--- config.mk ---
export PLATFORM = sky130hd
export DESIGN_NAME = duty_cycle_meter
export DESIGN_NICKNAME = d
export VERILOG_FILES = /design/src/rtl/duty_cycle_meter.sv
export SDC_FILE = /design/constraint.sdc
export NUM_CORES = 1
export LEC_CHECK = 0
export CORE_ASPECT_RATIO = 0.6
export CORE_MARGIN = 2
export CORE_UTILIZATION = 25
export DETAILED_ROUTE_END_ITERATION = 12
export MAX_ROUTING_LAYER = met4
export PLACE_DENSITY = 0.44
export SYNTH_ARGS = -nofsm -noshare
export SYNTH_HDL_FRONTEND = slang
export SYNTH_SLANG_ARGS = --single-unit
--- constraint.sdc ---
create_clock -name clk -period 6.18 [get_ports clk]
set_clock_uncertainty 0.1 [all_clocks]
set_input_delay 0.618 -clock clk [delete_from_list [all_inputs] [get_ports clk]]
set_output_delay 0.618 -clock clk [all_outputs]
set_load 0.05 [all_outputs]
--- src/rtl/duty_cycle_meter.sv ---
// duty_cycle_meter
//   Multi-channel duty-cycle / edge-rate meter. Each channel's asynchronous
//   input is synchronised, then either its high-time cycles (mode 0) or its
//   rising edges (mode 1) are counted over a common programmable window of
//   window_len+1 enabled cycles. All channel results and stuck flags are
//   latched together at the window boundary and announced with valid.
//
// Ports
//   clk        in   system clock, rising edge
//   reset      in   synchronous active-high reset
//   enable     in   low pauses the window and accumulators
//   mode       in   0 = high-time count, 1 = rising-edge count (sampled at window start)
//   window_len in   window length minus one (sampled at window start)
//   ring_in    in   asynchronous measured inputs, one per channel
//   value      out  latched results, channel i at [i*WIDTH +: WIDTH]
//   valid      out  one-cycle strobe when value/flags update
//   stuck_high out  per-channel stuck-high flag
//   stuck_low  out  per-channel stuck-low flag
module duty_cycle_meter #(
  parameter int unsigned CHANNELS    = 4,
  parameter int unsigned WIDTH       = 16,
  parameter int unsigned SYNC_STAGES = 2
) (
  input  logic                      clk,
  input  logic                      reset,
  input  logic                      enable,
  input  logic                      mode,
  input  logic [WIDTH-1:0]          window_len,
  input  logic [CHANNELS-1:0]       ring_in,
  output logic [CHANNELS*WIDTH-1:0] value,
  output logic                      valid,
  output logic [CHANNELS-1:0]       stuck_high,
  output logic [CHANNELS-1:0]       stuck_low
);

  logic [CHANNELS-1:0]       sync_q [SYNC_STAGES];
  logic [CHANNELS-1:0]       s;
  logic [CHANNELS-1:0]       s_d_q;
  logic [CHANNELS-1:0]       inc;

  logic [WIDTH-1:0]          win_cnt_q, win_cnt_d;
  logic [WIDTH-1:0]          len_q, len_d;
  logic                      mode_q, mode_d;
  logic [WIDTH-1:0]          acc_q [CHANNELS];
  logic [WIDTH-1:0]          acc_d [CHANNELS];
  logic [WIDTH-1:0]          total [CHANNELS];

  logic [CHANNELS*WIDTH-1:0] value_q, value_d;
  logic                      valid_q, valid_d;
  logic [CHANNELS-1:0]       sh_q, sh_d;
  logic [CHANNELS-1:0]       sl_q, sl_d;

  logic                      last;
  logic [WIDTH:0]            full_len;

  // Add a single increment, holding at all-ones instead of wrapping.
  function automatic logic [WIDTH-1:0] sat_inc(input logic [WIDTH-1:0] a,
                                               input logic b);
    if (b && (a == '1)) return a;
    return a + WIDTH'(b);
  endfunction

  always_comb begin
    s        = sync_q[SYNC_STAGES-1];
    inc      = mode_q ? (s & ~s_d_q) : s;
    last     = (win_cnt_q == len_q);
    full_len = {1'b0, len_q} + {{WIDTH{1'b0}}, 1'b1};
    for (int unsigned i = 0; i < CHANNELS; i++) begin
      total[i] = sat_inc(acc_q[i], inc[i]);
    end
  end

  always_comb begin
    win_cnt_d = win_cnt_q;
    len_d     = len_q;
    mode_d    = mode_q;
    acc_d     = acc_q;
    value_d   = value_q;
    valid_d   = 1'b0;
    sh_d      = sh_q;
    sl_d      = sl_q;
    if (enable) begin
      if (!last) begin
        win_cnt_d = win_cnt_q + 1'b1;
        for (int unsigned i = 0; i < CHANNELS; i++) begin
          acc_d[i] = total[i];
        end
      end else begin
        // Last window cycle: this cycle's increment is folded into the
        // reported total so the next window starts without a gap.
        for (int unsigned i = 0; i < CHANNELS; i++) begin
          value_d[i*WIDTH +: WIDTH] = total[i];
          acc_d[i] = '0;
          if (mode_q) begin
            sh_d[i] = (total[i] == '0) &&  s[i];
            sl_d[i] = (total[i] == '0) && !s[i];
          end else begin
            // A full 2^WIDTH-cycle window of high saturates one short of len+1.
            sh_d[i] = ({1'b0, total[i]} == full_len) ||
                      ((len_q == '1) && (total[i] == '1));
            sl_d[i] = (total[i] == '0);
          end
        end
        win_cnt_d = '0;
        len_d     = window_len;
        mode_d    = mode;
        valid_d   = 1'b1;
      end
    end
  end

  always_ff @(posedge clk) begin
    if (reset) begin
      for (int unsigned k = 0; k < SYNC_STAGES; k++) begin
        sync_q[k] <= '0;
      end
      s_d_q     <= '0;
      win_cnt_q <= '0;
      len_q     <= window_len;
      mode_q    <= mode;
      for (int unsigned i = 0; i < CHANNELS; i++) begin
        acc_q[i] <= '0;
      end
      value_q   <= '0;
      valid_q   <= 1'b0;
      sh_q      <= '0;
      sl_q      <= '0;
    end else begin
      sync_q[0] <= ring_in;
      for (int unsigned k = 1; k < SYNC_STAGES; k++) begin
        sync_q[k] <= sync_q[k-1];
      end
      s_d_q     <= s;
      win_cnt_q <= win_cnt_d;
      len_q     <= len_d;
      mode_q    <= mode_d;
      acc_q     <= acc_d;
      value_q   <= value_d;
      valid_q   <= valid_d;
      sh_q      <= sh_d;
      sl_q      <= sl_d;
    end
  end

  assign value      = value_q;
  assign valid      = valid_q;
  assign stuck_high = sh_q;
  assign stuck_low  = sl_q;

endmodule

## Word-level counts from Yosys, hierarchy flattened

Memory sizes are Yosys's and may differ from the RTL's.
Cells that the tools add are included.

| word-level totals | value |
|---|---|
| bits in registers | 174 |
| RAM bits | 8 |
| input bits | 24 |
| output and inout port bits | 73 |
| logic and storage cells | 106 |
| memories kept | 1 |

Memory list:

| name | words | bits a word | read ports | clocked after Yosys merged registers in | wr ports | line | text |
|---|---|---|---|---|---|---|---|
| sync_q | 2 | 4 | 2 | 0 | 2 | 36 | `logic [CHANNELS-1:0] sync_q [SYNC_STAGES];` |

| operators by class | value |
|---|---|
| add/subtract/negate cells | 6 |
| eq/ne operators | 14 |
| muxes and demuxes | 35 |
| bitwise gates (word level) | 5 |
| reduce and logical (&&, ||, !) cells | 33 |

Operators by type and width:

| operator | count |
|---|---|
| 16-bit 2-to-1 mux | 12 |
| 16-bit == test (second input constant) | 9 |
| 16-bit by 17-bit == test with 1-bit output | 4 |
| 16-bit by 1-bit adder with 16-bit output | 4 |
| 16-bit zero test | 4 |
| 64-bit 2-to-1 mux | 1 |
| 1-bit 2-to-1 mux | 19 |
| 16-bit by 1-bit adder with 17-bit output (second input constant) | 1 |
| 16-bit by 1-bit adder with 16-bit output (second input constant) | 1 |
| 16-bit == test | 1 |
| 1-bit logical AND | 16 |
| 4-bit 2-to-1 mux | 3 |
| 4-bit AND | 1 |
| 1-bit zero test | 4 |
| 1-bit logical OR | 4 |
| 4-bit inverter | 1 |
| 2-bit AND reduction | 2 |
| 2-bit nonzero test | 2 |
| 1-bit bitwise OR | 2 |
| 2-bit OR reduction | 1 |
| 1-bit inverter | 1 |

## Depth between registers and ports, before layout

| depth | value |
|---|---|
| depth in word-level cells | 10 |
| gate-level depth with buffers | 12 |
| depth with buffers taken out | 11 |

## Worst setup path before layout

OpenSTA, ideal clock, no wires.

| path | value |
|---|---|
| path kind | reg-to-reg |
| start point | register mode_q |
| end point | register sh_q[1], in the netlist stuck_high[1] |
| arrival | 3.255 ns |
| required time | 6.006 ns |
| setup slack | 2.750 ns |
| cell stages (with the launch flop) | 11 |
| cell sequence | edfxtp_1 a21boi_0 ha_1 and4_1 clkbuf_1 or4b_2 xnor2_1 or4_1 nor4_1 a221oi_1 o21ai_0 |

| on the way | value |
|---|---|
| cells in the longest elaborated chain, start to end | 8 |

RTL lines:

| element | line | text |
|---|---|---|
| start, declared | 43 | `logic mode_q, mode_d;` |
| start signal, assigned | 120 | `mode_q <= mode;` |
| start signal, assigned | 136 | `mode_q <= mode_d;` |
| parallel branches: the longest is 7 deep, another holds 16-bit by 1-bit adder with 16-bit output | - |  |
| 1-bit 2-to-1 mux (*) | 94 | `if (mode_q) begin` |
| end signal, assigned | 126 | `sh_q <= '0;` |
| end signal, assigned | 140 | `sh_q <= sh_d;` |
| end, declared | 50 | `logic [CHANNELS-1:0] sh_q, sh_d;` |

Mark *: on every way between the ends.
A chain may end at the register's enable or synchronous reset.

## Final worst setup path

| path | value |
|---|---|
| start point | register mode_q |
| end point | register sh_q[3], in the netlist stuck_high[3] |

The elaborated chain is that of the path after synthesis.

==> impl_metrics.json <==
{
  "post_cts_resized": 0,
  "drv_cap": 0,
  "synth_edf_count": 17,
  "hold_class": "flip-flop to flip-flop",
  "start_util": 0.2544,
  "end_kind": "flip-flop",
  "cts-buffers-inserted": 17,
  "diodes": 0,
  "hold_depth": 1,
  "peakVddDrop_mv": 0.1666,
  "crit_buf_inv": 0,
  "reg2regPathDepth": 10,
  "finalNonFillerCells": 1863,
  "cts_tree": "built",
  "yosys_warnings": 0,
  "gr-total-overflow": 0,
  "place_congestion": 0.9194,
  "pwr-share-clk": 0.447,
  "viasPerCell": 5.220,
  "leakage_nw": 4.153,
  "vias": 9725,
  "setup_violations": 0,
  "fin_util": 0.3031,
  "antenna_found_initial": 1,
  "rows": 57,
  "grtUsageTotal": 0.1848,
  "ys_ff_latch": 182,
  "nets": 1353,
  "area_growth_pct": 19.14,
  "antenna_left": 0,
  "ys.flop_type": "dfxtp_1",
  "hpwlAfterDp_um": 27380,
  "clockRootBuffer": "clkbuf_16",
  "power_switching_share": 0.2715,
  "internal_power_w": 0.001884,
  "insertion_delay_ns": 0.47,
  "final-max-slew-violation-count": 0,
  "synth.distinct_cells": 77,
  "worstReg2RegStart": "mode_q",
  "required_ns": 6.48,
  "combPwrFrac": 0.076,
  "worstPathCellList": "a21boi_0 > ha_1 > nand3_1 > or4_1 > a21oi_1 > xnor3_1 > nor4b_1 > nand4_1 > or4_1 > nand3_1",
  "critPathArrivalTime_ns": 4.62,
  "hold_viol": 0,
  "synth_fp_nets": 1314,
  "io_buffer_count": 96,
  "netlist_area_sq_mm": 0.01034,
  "avgSynthCellArea_sq_um": 8.081,
  "dpl_worst_slack_ns": 1.941,
  "dp.cells": 1831,
  "ys_seq_area_frac": 0.3687,
  "grt_pass1_vias": 8929,
  "critPathMaxFanout": 16,
  "clockBufferDepth": 2,
  "die_w_um": 266.6,
  "grt_pass1_wl_um": 58180,
  "netlist_instances": 1280,
  "worst_slew_pin_slew_ns": 1.135,
  "min_from": "sync_q[0][3]",
  "grt_max_degree": 62,
  "outcome": "finished clean",
  "max_stage_delay_ns": 0.74,
  "final_cell_mix": "nor2_1, dfxtp_1, nand2_1",
  "clk_pin_slew_ns": 0.08,
  "drt-pass1-iter-count": 5,
  "post-route-min-period_ns": 4.323,
  "fmax_mhz": 231.3,
  "drive_gt1_frac": 0.04955,
  "synthArstFlopShare": 0,
  "cp_slowest_cell": "edfxtp_1",
  "min_period_over_period": 0.6995,
  "rsz0062_at_grt": "no",
  "r2r-end": "stuck_high[3]",
  "p_switching_w": 0.0007023,
  "h-tree-depth": 4,
  "post_drt_wl_per_cell_um": 20.59,
  "power.total_w": 0.002586,
  "cts-hold-fix-buffers": 0,
  "critical_path_class": "flip-flop to flip-flop",
  "die_y_um": 161.6,
  "critPathTopFamily": "simple AND/OR/NAND/NOR gates",
  "maxSlewHeadroom": 0.2434,
  "r2r_slack_ns": 1.86,
  "tns_ns": 0,
  "ios": 97,
  "cts_sinks": 182,
  "drc": 0,
  "first_iter_violations": 1128,
  "final_common_cell": "nor2_1",
  "dieArea_sq_mm": 0.04307,
  "postCtsSetupBuffers": 0,
  "crit_path_start_kind": "flip-flop",
  "holdPathEnd": "sync_q[0][7]",
  "postLayoutSetupSlackWorst_ns": 1.857,
  "power_per_cell_area_mw_per_mm2": 209.9,
  "core_area_sq_mm": 0.04065,
  "p_seq_frac": 0.477,
  "wirelength_um": 38360
}
[worst reg2reg max path, stage by stage, from the launching register on]
cell and delay [ns]:
edfxtp_1 0.74, a21boi_0 0.65, ha_1 0.35, nand3_1 0.17, or4_1 0.54, a21oi_1 0.39, xnor3_1 0.28, nor4b_1 0.28
nand4_1 0.14, or4_1 0.53, nand3_1 0.09
[worst max path at each step]
| stage | startpoint | to | slack, ns | depth (start not counted) |
|---|---|---|---|---|
| after floorplan | mode_q | stuck_high[1] | 2.75 | 10 |
| after global placement | mode_q | stuck_high[1] | 2.03 | 9 |
| after detailed placement | mode_q | stuck_high[1] | 1.94 | 9 |
| after CTS | mode_q | stuck_high[1] | 1.92 | 9 |
| after global routing | mode_q | stuck_high[3] | 1.50 | 10 |
| final | mode_q | stuck_high[3] | 1.86 | 10 |
[power groups by stage]
stage               clock [W]  sequential (W)  combinational [W]
floorplan                   0         0.00124           0.000129
global placement            0         0.00126           0.000196
detailed placement          0         0.00126           0.000196
CTS                   0.00120         0.00123           0.000196
global route          0.00124         0.00124           0.000211
finish                0.00116         0.00123           0.000197
[cell families after synthesis]
kind of cell | count (synthesis) | share of synthesized area
AOI/OAI and AO/OA | 260 | 0.1619
and+or+nand+nor | 571 | 0.2764
buffers and inverters | 111 | 0.04343
muxes | 1 | 0.0009677
adders and majority gates | 10 | 0.01210
DFF | 182 | 0.3687
xor gates and xnor gates | 145 | 0.1366
[through the flow]
step,hold WS (ns),cell area (sq um)
after floorplan,0.3138,10340
after global placement,0.3249,11720
after detailed placement,0.3265,11720
after CTS,0.3485,12320
after global routing,0.3816,12320
final,0.3440,12320
[synthesized netlist by cell type, types with 35 or more instances]
library cell  number  area [sq um]
nor3_1            42         210.2
o21ai_0           35         175.2
a211oi_1          38         285.3
nand4_1           47         294.0
xnor2_1           90         788.3
a21oi_1           94         470.5
nand3_1           49         245.2
clkbuf_1          72         270.3
xor2_1            45         394.1
nand2_1          101         379.1
dfxtp_1          165          3303
nor2_1           182         683.2
[state kept, by name, summed over array words and instances (netlist names)]
name / flops
win_cnt_q: 16
acc_q: 64
value: 64
s_d_q: 4
mode_q: 1
stuck_low: 4
sync_q: 8
len_q: 16
stuck_high: 4
valid: 1
[cell type report]
type | count | area (sq um)
clock buffer | 20 | 466.7
clock inverter | 12 | 132.6
fill | 4318 | 28330
inverter | 20 | 75.07
multi-input combinational | 987 | 6100
sequential | 182 | 3814
tap | 531 | 664.4
timing repair buffer | 111 | 1071
[routing by layer]
metal | track usage | part of all wire | vias up
met4 | 0.04265 | 0.013 | 0
met3 | 0.03171 | 0.063 | 34
li1 | - | - | 4656
met5 | - | 0 | -
met1 | 0.2847 | 0.52 | 4749
met2 | 0.2436 | 0.40 | 286
Note: power is estimated with default switching activity, not from simulation.
